### src/rtl/axilite_master_traffic_gen.sv
// axilite_master_traffic_gen: AXI-lite master issuing NUM_TXNS strided writes and/or reads (MODE 0/1/2) with an optional read-back compare, counting errors into err_count; start/busy/done control, m_axi_* AW/W/B/AR/R channels
module axilite_master_traffic_gen #(
    parameter int          AXILITE_ADDR_WIDTH = 48,
    parameter int          AXILITE_DATA_WIDTH = 64,
    parameter int          NUM_TXNS           = 16,
    parameter logic [63:0] ADDR_BASE          = 64'h2000_0000,
    parameter logic [63:0] ADDR_STRIDE        = 64'd8,
    parameter logic [63:0] DATA_SEED          = 64'd0,
    parameter int          GAP_CYCLES         = 0,
    parameter int          MODE               = 2
) (
    input  logic                          clk,
    input  logic                          rst,
    input  logic                          start,
    output logic                          busy,
    output logic                          done,
    output logic [15:0]                   err_count,
    output logic [AXILITE_ADDR_WIDTH-1:0] m_axi_awaddr,
    output logic                          m_axi_awvalid,
    input  logic                          m_axi_awready,
    output logic [AXILITE_DATA_WIDTH-1:0] m_axi_wdata,
    output logic                          m_axi_wvalid,
    input  logic                          m_axi_wready,
    input  logic [1:0]                    m_axi_bresp,
    input  logic                          m_axi_bvalid,
    output logic                          m_axi_bready,
    output logic [AXILITE_ADDR_WIDTH-1:0] m_axi_araddr,
    output logic                          m_axi_arvalid,
    input  logic                          m_axi_arready,
    input  logic [AXILITE_DATA_WIDTH-1:0] m_axi_rdata,
    input  logic [1:0]                    m_axi_rresp,
    input  logic                          m_axi_rvalid,
    output logic                          m_axi_rready
);
    localparam int AW = AXILITE_ADDR_WIDTH;
    localparam int DW = AXILITE_DATA_WIDTH;
    typedef enum logic [2:0] {IDLE, WR_REQ, WR_RESP, RD_REQ, RD_RESP, GAP, FINISH} state_t;
    state_t state, state_nxt;
    logic [15:0] idx;
    logic [7:0]  gap_cnt;
    logic        aw_done, w_done, rd_pass;
    logic        aw_hs, w_hs, b_hs, ar_hs, r_hs, last, txn_end, pass_end, bad;
    state_t      req_nxt;
    assign m_axi_awaddr  = AW'(ADDR_BASE) + AW'(idx) * AW'(ADDR_STRIDE);
    assign m_axi_araddr  = m_axi_awaddr;
    assign m_axi_wdata   = DW'(DATA_SEED) + DW'(idx);
    assign m_axi_awvalid = state == WR_REQ && !aw_done;
    assign m_axi_wvalid  = state == WR_REQ && !w_done;
    assign m_axi_bready  = state == WR_RESP;
    assign m_axi_arvalid = state == RD_REQ;
    assign m_axi_rready  = state == RD_RESP;
    assign busy          = state != IDLE && state != FINISH;
    assign done          = state == FINISH;
    assign aw_hs    = m_axi_awvalid & m_axi_awready;
    assign w_hs     = m_axi_wvalid & m_axi_wready;
    assign b_hs     = m_axi_bvalid & m_axi_bready;
    assign ar_hs    = m_axi_arvalid & m_axi_arready;
    assign r_hs     = m_axi_rvalid & m_axi_rready;
    assign last     = idx == 16'(NUM_TXNS - 1);
    assign txn_end  = b_hs | r_hs;
    assign pass_end = txn_end & last & (MODE != 2 || rd_pass);
    // After the final write of a MODE 2 run the next request is the first read.
    assign req_nxt  = (rd_pass || (last && MODE == 2)) ? RD_REQ : WR_REQ;
    // Read compare reuses wdata, which tracks DATA_SEED + idx for the current transaction.
    assign bad      = b_hs ? m_axi_bresp != 2'b00
                           : (m_axi_rresp != 2'b00 || (MODE == 2 && m_axi_rdata != m_axi_wdata));
    always_comb begin
        state_nxt = state;
        case (state)
            IDLE:    state_nxt = start ? (MODE == 1 ? RD_REQ : WR_REQ) : IDLE;
            WR_REQ:  state_nxt = ((aw_done | aw_hs) && (w_done | w_hs)) ? WR_RESP : WR_REQ;
            WR_RESP, RD_RESP:
                if (txn_end) state_nxt = pass_end ? FINISH : (GAP_CYCLES > 0 ? GAP : req_nxt);
            RD_REQ:  state_nxt = ar_hs ? RD_RESP : RD_REQ;
            GAP:     state_nxt = gap_cnt == 8'd0 ? (rd_pass ? RD_REQ : WR_REQ) : GAP;
            FINISH:  state_nxt = IDLE;
            default: state_nxt = IDLE;
        endcase
    end
    always_ff @(posedge clk) begin
        if (rst) begin
            state     <= IDLE;
            idx       <= '0;
            err_count <= '0;
            aw_done   <= 1'b0;
            w_done    <= 1'b0;
            rd_pass   <= 1'b0;
            gap_cnt   <= '0;
        end else begin
            state   <= state_nxt;
            aw_done <= state_nxt == WR_REQ && (aw_done || aw_hs);
            w_done  <= state_nxt == WR_REQ && (w_done || w_hs);
            gap_cnt <= state == GAP ? gap_cnt - 8'd1 : 8'(GAP_CYCLES - 1);
            if (txn_end && !pass_end) idx <= last ? '0 : idx + 16'd1;
            if (txn_end && last && MODE == 2) rd_pass <= 1'b1;
            if (txn_end && bad && err_count != 16'hFFFF) err_count <= err_count + 16'd1;
            if (state == IDLE && start) begin
                idx       <= '0;
                err_count <= '0;
                rd_pass   <= MODE == 1;
            end
        end
    end
endmodule

### config.mk
export PLATFORM = sky130hd
export DESIGN_NAME = axilite_master_traffic_gen
export DESIGN_NICKNAME = d
export VERILOG_FILES = /design/src/rtl/axilite_master_traffic_gen.sv
export SDC_FILE = /design/constraint.sdc
export NUM_CORES = 1
export LEC_CHECK = 0
export BUFFER_PORTS_ARGS = -buffer_cell sky130_fd_sc_hd__buf_2
export CORE_UTILIZATION = 30
export DETAILED_ROUTE_END_ITERATION = 8
export SLEW_MARGIN = 20
export SYNTH_ARGS = -nofsm -noshare
export SYNTH_HDL_FRONTEND = slang
export SYNTH_SLANG_ARGS = --single-unit
### constraint.sdc
create_clock -name clk -period 3.35 [get_ports clk]
set_clock_uncertainty 0.1 [all_clocks]
set_input_delay 0.335 -clock clk [delete_from_list [all_inputs] [get_ports clk]]
set_output_delay 0.335 -clock clk [all_outputs]
set_load 0.03 [all_outputs]
==> impl_metrics.toml <==
[logic_synthesis]
synth-edff-count = 0
synthDistinctLibCells = 48
synth_area_leader_cell = "buf_4"
synth_seq_cells = 46
ys_async_sr_fraction_pct = 0
synth_warnings = 0
synth-seq-area-share_pct = 24.6
avgSynthCellArea_um2 = 8.00
synthFlopType = "dfxtp_1"
synthTopCellsByArea = "buf_4 29%, dfxtp_1 25%, xnor2_1 5.8%"
synth_top_area_share_pct = 29.0
synthCells = 469
synthesis.area_mm2 = 0.00375

[setup_path]
cp-start-kind = "register"
r2r_start = "err_count[0]"
cp-end-kind = "register"
cp-endpoint = "err_count[15]"
arrival_ns = 2.68
cp_max_fo = 14
cp.required_ns = 3.45
rr_worst_depth = 7
worstSetupPathType = "reg2reg"
ff2ff_setup_slack_ns = 0.77
timing.rr.end = "err_count[15]"
crit_start = "err_count[0]"

[routing]
avgViaCountPerCell = 4.31
wire_per_inst_um = 12.5
post-route-drc-count = 0
drt_iter0_drc = 129
via_count = 3212
firstDrtPassIters = 4
drtAntennaViolNets = 0
wl_um = 9290

[place]
dp_hpwl_um = 7440
gp_routability_congestion = 0.845
dp.cells = 737
dp_slack_ns = 0.727
numPortBuffers = 146

[min_path]
holdCritPathClass = "in2reg"

[timing]
min_period_over_period_pct = 77.1
setup_ws_ns = 0.768
worst_pin_slew_ns = 0.692
finalSetupViolations = 0
fmax_mhz = 387
fin_crit_ns = 2.58
slew_headroom_pct = 53.9
finalMaxSlewViolations = 0
hold_viol_final = 0
fin_setup_tns_ns = 0
rsz0062_at_grt = "no"

[global_route]
grt_pass1_wl_um = 13600
antenna_found_initial = 0
grtUsageMet1_pct = 17.1
globalRouteOverflowTotal = 0
grt_pass1_vias = 2703
top_usage_layer = "met2"
grtUsageTotal_pct = 13.2
grt_max_degree = 32
met2_usage_pct = 23.5
gr-usage-met3_pct = 2.07

[outcome]
status = "complete, no violations"

[floorplanning]
die_y_um = 114
start_util_pct = 31.0
row_count = 40
top_level_ports = 259
core_mm2 = 0.0121
die_area_mm2 = 0.0130
die_w_um = 114

[cts]
cts_hold_buf = 0
cts_tree = "yes"
postCtsSetupBuffers = 0
cts_resized = 0
numCtsBuffers = 5
htree_num_levels = 2
clock-sinks = 46
clkTransAtPathRegs_ns = 0.06
clkLatencyLatePin_ns = 0.28
root_buffer = "clkbuf_16"
clk_path_buf_depth = 2

[pwr]
peakVddDrop_mv = 0.175
power_density_mw_per_mm2 = 363
p_total_w = 0.00150
power_leakage_nw = 1.96

[layout]
areaGrowthSynthToFinish_pct = 10.2
drive_gt1_share_pct = 28.1
finalNonFillerCells = 745
layout_commonest_cell = "buf_2"
diodes = 0
fillers = 1302
final_net_count = 656
mostFrequentLayoutCells = "146 x buf_2, 112 x conb_1, 46 x dfxtp_1"

[job]
cap_violations = 0
synthesized netlist by cell type, types with 2 or more instances:
| cell | n |
|---|---|
| nor3b_1 | 2 |
| o211ai_1 | 3 |
| nor2b_1 | 6 |
| nor2_1 | 30 |
| xnor2_1 | 25 |
| nor4b_1 | 3 |
| dfxtp_1 | 46 |
| conb_1 | 2 |
| o21ai_0 | 4 |
| and4_1 | 4 |
| a2bb2oi_1 | 2 |
| clkbuf_1 | 8 |
| ha_1 | 4 |
| o31ai_1 | 10 |
| or2_2 | 2 |
| nand3_1 | 11 |
| a31oi_1 | 3 |
| buf_4 | 145 |
| inv_1 | 9 |
| and3_1 | 2 |
| or3_1 | 5 |
| nor4_1 | 19 |
| a21oi_1 | 27 |
| xor2_1 | 11 |
| nand4_1 | 10 |
| nor3_1 | 8 |
| nand2b_1 | 3 |
| nand2_1 | 24 |
| or4_1 | 14 |
| a21o_1 | 3 |
| buf_2 | 3 |
| and2_1 | 3 |
| buf_6 | 3 |
through the flow:
step | util [%] | area, um^2 | hold slack (ns)
2_1_floorplan | - | 4160 | 0.358
3_3_place_gp | 32.8 | 3970 | 0.385
3_5_place_dp | 32.8 | 3970 | 0.391
4_1_cts | 34.1 | 4130 | 0.249
5_1_grt | 34.1 | 4130 | 0.287
6_report | 34.1 | 4130 | 0.260
worst min path at each step:
| stage | start | depth (start not counted) | endpoint |
|---|---|---|---|
| 2_1_floorplan | gap_cnt[0] | 1 | gap_cnt[0] |
| 3_3_place_gp | gap_cnt[0] | 1 | gap_cnt[0] |
| 3_5_place_dp | err_count[9] | 2 | err_count[9] |
| 4_1_cts | m_axi_awready | 3 | aw_done |
| 5_1_grt | rst | 2 | gap_cnt[3] |
| 6_report | m_axi_awready | 3 | aw_done |
report_power, final:
| part | internal [W] | leakage (nW) | switching [W] |
|---|---|---|---|
| Combinational | 0.0000848 | 1.51 | 0.000276 |
| Sequential | 0.000559 | 0.374 | 0.0000216 |
| Clock | 0.000352 | 0.0771 | 0.000209 |
per-layer routing:
| metal | vias up | part of all wire (%) |
|---|---|---|
| met5 | - | 0 |
| met4 | 0 | 0.41 |
| met3 | 2 | 5.6 |
| met2 | 142 | 50 |
| met1 | 1495 | 43 |
| li1 | 1573 | - |
final cells by class:
class,instances,area (um^2),area share [%]
Tap cell,168,210,5.08
Timing Repair Buffer,149,753,18.2
Inverter,9,33.8,0.817
Sequential cell,46,921,22.3
Clock buffer,6,129,3.12
Multi-Input combinational cell,365,2050,49.6
Clock inverter,2,37.5,0.908
critical path: stages, from the launching register on:
cell and delay (ns):
dfxtp_1 0.34, ha_1 0.22, and2_1 0.20, and4_1 0.20, a211o_1 0.45, or2_4 0.37, or4_1 0.47, a21oi_1 0.16
flip-flops by register name, summed over array words and instances, names as in the netlist:
| register | cells |
|---|---|
| state | 3 |
| err_count | 16 |
| aw_done | 1 |
| idx | 16 |
| gap_cnt | 8 |
| rd_pass | 1 |
| w_done | 1 |
logic make-up (layout without fill, tap and decap cells):
group	count (synthesis)	in the layout	share of synthesized area (%)
buffers and inverters	168	166	32.0
multiplexers	1	1	0.267
AND/OR/NAND/NOR	151	151	22.7
XOR/XNOR	36	36	8.41
AO/OA/AOI/OAI	61	61	10.5
adder cells (fa/ha/maj)	4	4	1.33
other	2	112	0.200
flip-flops	46	46	24.6
(Power assumes the default switching activity.)
